--- src/rtl/mem_port_arbiter_pkg.sv ---
// Shared definitions for the RAM port arbiter: FSM state encodings, owner IDs
// and the default access timeout.
package mem_port_arbiter_pkg;

  typedef enum logic [1:0] {
    ST_IDLE   = 2'd0,
    ST_ACCESS = 2'd1,
    ST_RESP   = 2'd2
  } state_e;

  localparam logic OWN_FETCH = 1'b0;
  localparam logic OWN_DATA  = 1'b1;

  localparam int TIMEOUT_CYCLES_DEF = 255;

endpackage

--- src/rtl/mem_port_arbiter_timeout.sv ---
// Access timeout counter: clears while clr_i is high, counts while en_i is
// high, and flags the last allowed ACCESS cycle on tc_o.
// Only instantiated when MEM_TIMEOUT_EN is defined.
module mem_timeout_ctr
  import mem_port_arbiter_pkg::*;
#(
  parameter int LIMIT = TIMEOUT_CYCLES_DEF
) (
  input  logic clk,
  input  logic rst,
  input  logic clr_i,
  input  logic en_i,
  output logic tc_o
);

  localparam int CW = $clog2(LIMIT + 1);

  logic [CW-1:0] cnt_q, cnt_d;

  // Count value is the number of ACCESS cycles already completed.
  assign tc_o = (cnt_q == CW'(LIMIT - 1));

  // Next count: clear has priority, stop once terminal count is reached.
  always_comb begin
    cnt_d = cnt_q;
    if (clr_i) begin
      cnt_d = '0;
    end else if (en_i && !tc_o) begin
      cnt_d = cnt_q + CW'(1);
    end
  end

  // Counter register with synchronous active-low reset.
  always_ff @(posedge clk) begin
    if (!rst) begin
      cnt_q <= '0;
    end else begin
      cnt_q <= cnt_d;
    end
  end

endmodule

--- src/rtl/mem_port_arbiter.sv ---
// Single-port RAM arbiter between instruction fetch and data load/store.
// One access in flight at a time; data requests win over fetch requests.
// Optional feature macro: MEM_TIMEOUT_EN (abort an access after
// TIMEOUT_CYCLES ACCESS cycles, acking it with err=1 and rdata=0).
module mem_port_arbiter
  import mem_port_arbiter_pkg::*;
#(
  parameter int ADDR_W         = 32,
  parameter int DATA_W         = 32,
  parameter int TIMEOUT_CYCLES = TIMEOUT_CYCLES_DEF
) (
  input  logic              clk,
  input  logic              rst,
  input  logic              if_req,
  input  logic [ADDR_W-1:0] if_addr,
  output logic              if_ack,
  input  logic              d_req,
  input  logic              d_we,
  input  logic [ADDR_W-1:0] d_addr,
  input  logic [DATA_W-1:0] d_wdata,
  output logic              d_ack,
  output logic [DATA_W-1:0] rdata,
  output logic              err,
  output logic              busy,
  output logic              cs,
  output logic              we,
  output logic              oe,
  output logic [ADDR_W-1:0] address,
  output logic [DATA_W-1:0] ram_data_in,
  input  logic [DATA_W-1:0] ram_data_out,
  input  logic              ram_ready
);

  state_e            state_q, state_d;
  logic              owner_q, owner_d;
  logic              cs_q, cs_d;
  logic              we_q, we_d;
  logic              oe_q, oe_d;
  logic              if_ack_q, if_ack_d;
  logic              d_ack_q, d_ack_d;
  logic              busy_q, busy_d;
  logic [ADDR_W-1:0] address_q, address_d;
  logic [DATA_W-1:0] wdata_q, wdata_d;
  logic [DATA_W-1:0] rdata_q, rdata_d;

`ifdef MEM_TIMEOUT_EN
  logic err_q, err_d;
  logic tmo_tc;

  mem_timeout_ctr #(
    .LIMIT(TIMEOUT_CYCLES)
  ) u_timeout (
    .clk  (clk),
    .rst  (rst),
    .clr_i(state_q != ST_ACCESS),
    .en_i (state_q == ST_ACCESS),
    .tc_o (tmo_tc)
  );

  assign err = err_q;
`else
  logic unused_timeout_cfg;
  assign unused_timeout_cfg = ^TIMEOUT_CYCLES;
  assign err = 1'b0;
`endif

  // Next-state and registered-output logic; we_q doubles as the latched store flag.
  always_comb begin
    state_d   = state_q;
    owner_d   = owner_q;
    cs_d      = cs_q;
    we_d      = we_q;
    oe_d      = oe_q;
    address_d = address_q;
    wdata_d   = wdata_q;
    rdata_d   = rdata_q;
    if_ack_d  = 1'b0;
    d_ack_d   = 1'b0;
`ifdef MEM_TIMEOUT_EN
    err_d     = 1'b0;
`endif
    case (state_q)
      ST_IDLE: begin
        if (d_req) begin
          state_d   = ST_ACCESS;
          owner_d   = OWN_DATA;
          address_d = d_addr;
          wdata_d   = d_wdata;
          cs_d      = 1'b1;
          we_d      = d_we;
          oe_d      = ~d_we;
        end else if (if_req) begin
          state_d   = ST_ACCESS;
          owner_d   = OWN_FETCH;
          address_d = if_addr;
          cs_d      = 1'b1;
          we_d      = 1'b0;
          oe_d      = 1'b1;
        end
      end
      ST_ACCESS: begin
        if (ram_ready) begin
          state_d  = ST_RESP;
          cs_d     = 1'b0;
          we_d     = 1'b0;
          oe_d     = 1'b0;
          if (!we_q) begin
            rdata_d = ram_data_out;
          end
          if_ack_d = (owner_q == OWN_FETCH);
          d_ack_d  = (owner_q == OWN_DATA);
`ifdef MEM_TIMEOUT_EN
        end else if (tmo_tc) begin
          state_d  = ST_RESP;
          cs_d     = 1'b0;
          we_d     = 1'b0;
          oe_d     = 1'b0;
          rdata_d  = '0;
          err_d    = 1'b1;
          if_ack_d = (owner_q == OWN_FETCH);
          d_ack_d  = (owner_q == OWN_DATA);
`endif
        end
      end
      ST_RESP: begin
        state_d = ST_IDLE;
      end
      default: begin
        state_d = ST_IDLE;
        cs_d    = 1'b0;
        we_d    = 1'b0;
        oe_d    = 1'b0;
      end
    endcase
    busy_d = (state_d != ST_IDLE);
  end

  // State and output registers; reset drops any in-flight access without an ack.
  always_ff @(posedge clk) begin
    if (!rst) begin
      state_q   <= ST_IDLE;
      owner_q   <= OWN_FETCH;
      cs_q      <= 1'b0;
      we_q      <= 1'b0;
      oe_q      <= 1'b0;
      if_ack_q  <= 1'b0;
      d_ack_q   <= 1'b0;
      busy_q    <= 1'b0;
      address_q <= '0;
      wdata_q   <= '0;
      rdata_q   <= '0;
`ifdef MEM_TIMEOUT_EN
      err_q     <= 1'b0;
`endif
    end else begin
      state_q   <= state_d;
      owner_q   <= owner_d;
      cs_q      <= cs_d;
      we_q      <= we_d;
      oe_q      <= oe_d;
      if_ack_q  <= if_ack_d;
      d_ack_q   <= d_ack_d;
      busy_q    <= busy_d;
      address_q <= address_d;
      wdata_q   <= wdata_d;
      rdata_q   <= rdata_d;
`ifdef MEM_TIMEOUT_EN
      err_q     <= err_d;
`endif
    end
  end

  assign cs          = cs_q;
  assign we          = we_q;
  assign oe          = oe_q;
  assign if_ack      = if_ack_q;
  assign d_ack       = d_ack_q;
  assign busy        = busy_q;
  assign address     = address_q;
  assign ram_data_in = wdata_q;
  assign rdata       = rdata_q;

endmodule

--- config.mk ---
export PLATFORM = sky130hd
export DESIGN_NAME = mem_port_arbiter
export DESIGN_NICKNAME = d
export VERILOG_FILES = /design/src/rtl/mem_port_arbiter_pkg.sv /design/src/rtl/mem_port_arbiter_timeout.sv /design/src/rtl/mem_port_arbiter.sv
export SDC_FILE = /design/constraint.sdc
export NUM_CORES = 1
export LEC_CHECK = 0
export CORE_MARGIN = 5
export CORE_UTILIZATION = 42
export CTS_CLUSTER_SIZE = 25
export DETAILED_ROUTE_END_ITERATION = 7
export HOLD_SLACK_MARGIN = 0.1
export PLACE_DENSITY_LB_ADDON = 0.05
export REMOVE_ABC_BUFFERS = 1
export SLEW_MARGIN = 20
export SYNTH_ARGS = -nofsm -noshare
export SYNTH_HDL_FRONTEND = slang
export SYNTH_SLANG_ARGS = --single-unit
export TNS_END_PERCENT = 5
--- constraint.sdc ---
create_clock -name clk -period 3.5 [get_ports clk]
set_input_delay 0.7 -clock clk [delete_from_list [all_inputs] [get_ports clk]]
set_output_delay 0.7 -clock clk [all_outputs]
set_load 0.005 [all_outputs]
==> impl_metrics.csv <==
group,metric,value,unit
global_route,grt_pass1_vias,3791,
critical_path,cp_num_buf_inv,1,
synth,yosys.cell_types.count,27,
clocking,htreeDepth,3,
sta,tns,0,ns
detailed_routing,drc,0,
critical_path,cp_cell_sequence,"clkdlybuf4s50_1",
sta,drv_slew,0,
placed_design,port_buffers,235,
clocking,insertion_delay,0.36,ns
final_layout,fillCellCount,819,
detailed_routing,wl_met3,891,µm
detailed_routing,routed_via_density,4.89,
critical_path,rr_startpoint,"state_q[1]",
global_route,grt_max_degree,71,
critical_path,cp_max_fo,2,
power_and_ir_drop,p_leak,2.89,nW
global_route,antenna_found_initial,0,
sta,relSlewSlack,0.583,
detailed_routing,ant_nets,0,
final_layout,areaGrowthSynthToFinish,58.8,%
critical_path,criticalPathCategory,"reg2out",
sta,fin_crit,1.95,ns
sta,fmax,512,MHz
critical_path,r2r-end,"ram_data_in[4]",
status,status,"completed",
clocking,post_cts_resized,0,
critical_path,crit_path_end_kind,"primary output",
job,maxCapViolCount,0,
floorplanning,die_h,111,µm
floorplanning,io_pins,237,
detailed_routing,wirelength,12100,µm
critical_path,required,2.80,ns
critical_path,r2r_slack,1.91,ns
detailed_routing,drt_iter0_drc,222,
clocking,clkSinkCount,105,
detailed_routing,top_layer_used,"met4",
critical_path,cp.arrival,1.25,ns
hold_path,holdPathEnd,"if_ack",
sta,fin_crit_sh,0.558,
placed_design,place_area,6640,µm²
synth,ys_seq_area_frac,0.486,
synth,post_synth_inst_count,431,
floorplanning,fp.dieW,111,µm
final_layout,drive_above_1_share,0.0449,
critical_path,crit_slowest_cell,"clkdlybuf4s50_1",
sta,hold_slack,0.432,ns
critical_path,worstSetupStartpointType,"flop",
synth,yosysWarnings,0,
floorplanning,row_count,37,
floorplanning,start_util,0.425,
global_route,gr-total-overflow,0,
clocking,cts_made_buffers,9,
power_and_ir_drop,p_per_area,409,nW/µm²
clocking,clkTransAtPathRegs,0.09,ns
detailed_routing,vias,3822,
sta,setup_ws,1.55,ns
sta,setup_viol_count_final,0,
detailed_routing,drt_first_pass_iters,4,
power_and_ir_drop,vdd_drop_max,0.194,mV
sta,hold_violations,0,
sta,tightest_slew,0.625,ns
hold_path,hold_depth,1,
detailed_routing,wl_per_cell,15.5,µm
detailed_routing,wl_met2,5990,µm
floorplanning,die_area,12400,µm²
global_route,grt_pass1_wl,19100,µm
hold_path,min_from,"owner_q",
critical_path,critPathMaxStageDelay,0.55,ns
hold_path,hold_path_class,"reg2reg",
final_layout,finalInstanceArea,6870,µm²
final_layout,insertedDiodeCount,0,
sta,rsz0062_at_grt,"false",
placed_design,pre_cts_ws,1.29,ns
synth,synth_top_area_frac,0.486,
placed_design,hpwl,8950,µm
clocking,clock-root-buffer,"clkbuf_8",
placed_design,gp_congestion,0.718,
synth,synth_area_leaders,"dfxtp_1 (49%), mux2i_1 (15%), nand3_1 (7.6%)",
clocking,post_cts_buffers,0,
synth,synth.avg_cell_area,10.0,µm²
final_layout,nets,775,
sta,skew,0.0117,ns
critical_path,crit_family,"buffers and inverters",
critical_path,reg2regPathDepth,4,
floorplanning,coreArea,10200,µm²
critical_path,critPathLaunch,"address[11]",
final_layout,final_cell_mix,"clkdlybuf4s50_1 (233), dfxtp_1 (105), nand3_1 (66)",
global_route,track_usage,0.188,
clocking,clock_path_buffers,2,
clocking,hold_buffers,0,
clocking,tritoncts,"done",
synth,synth_top_area_cell,"dfxtp_1",
synth,syn_area,4330,µm²
detailed_routing,drt-met1-wl,4900,µm
final_layout,layout_commonest_cell,"clkdlybuf4s50_1",
synth,synth_seq_cells,105,
[synthesized netlist by cell type]
| cell type | count |
|---|---|
| nand3_1 | 66 |
| conb_1 | 1 |
| a21oi_1 | 1 |
| o211a_1 | 32 |
| buf_12 | 3 |
| buf_4 | 3 |
| clkbuf_1 | 9 |
| buf_6 | 4 |
| dfxtp_1 | 105 |
| buf_1 | 3 |
| a21boi_1 | 1 |
| nand2_1 | 35 |
| nand4bb_1 | 1 |
| nor2_1 | 1 |
| nor2b_1 | 36 |
| o21a_1 | 3 |
| or2_1 | 1 |
| o31ai_1 | 1 |
| and3_1 | 1 |
| nor2_2 | 1 |
| mux2i_1 | 65 |
| nor3_4 | 1 |
| and2_1 | 1 |
| a22oi_1 | 1 |
| nor3b_2 | 1 |
| o21ai_1 | 33 |
| buf_2 | 21 |
[where the power goes]
group | internal [mW] | switching [mW]
sequential | 1.29 | 0.0494
combinational | 0.397 | 0.235
clock | 0.410 | 0.425
total | 2.10 | 0.710
[worst register-to-register path, cell delays in order (launching register included)]
cell	delay, ns
dfxtp_1	0.42
nor3b_4	0.22
buf_4	0.48
mux2i_1	0.31
nor2b_1	0.06
[layout make-up]
cell class	instances	area (µm²)	share of cell area
flip-flops and latches	105	2100	0.306
well taps	136	170	0.0248
multi-input cells	283	1960	0.285
repair buffers	242	2410	0.351
clock buffers	9	124	0.0180
clock inverters	7	104	0.0151
[metal layers]
metal / vias up / GRT usage
met3: 21 / 0.0658
met5: - / 0
met2: 135 / 0.326
met1: 1741 / 0.211
li1: 1925 / -
met4: 0 / 0.0730
[logic make-up (layout without fill, tap and decap cells)]
family	count (synthesis)	count (layout)	synth area share
flops	105	105	0.486
buf+inv	43	258	0.0642
other cells	1	1	0.000867
simple gates	145	145	0.175
compound gates	72	72	0.124
mux	65	65	0.150
[how the worst max path moves through the flow]
stage                endpoint  slack [ns]  cells past startpoint
6_report          address[11]        1.55                      1
2_1_floorplan  ram_data_in[0]        0.51                      3
3_5_place_dp               oe        1.29                      5
5_1_grt              rdata[2]        1.47                      1
4_1_cts           address[11]        1.51                      1
3_3_place_gp               oe        1.34                      5
[flip-flops by register name (all words and copies together) (netlist names)]
| name | cells |
|---|---|
| busy | 1 |
| we | 1 |
| address | 32 |
| cs | 1 |
| d_ack | 1 |
| ram_data_in | 32 |
| state_q | 2 |
| owner_q | 1 |
| rdata | 32 |
| oe | 1 |
| if_ack | 1 |
[stage by stage]
stage                     utilization  instances  power (mW)
after floorplan                     -        388        1.58
after global placement          0.652        766        1.99
after detailed placement        0.652        766        2.00
after CTS                       0.674        782        2.85
after global routing            0.674        782        2.95
final                           0.674        782        2.81
Power figures use the tool's default switching activity.
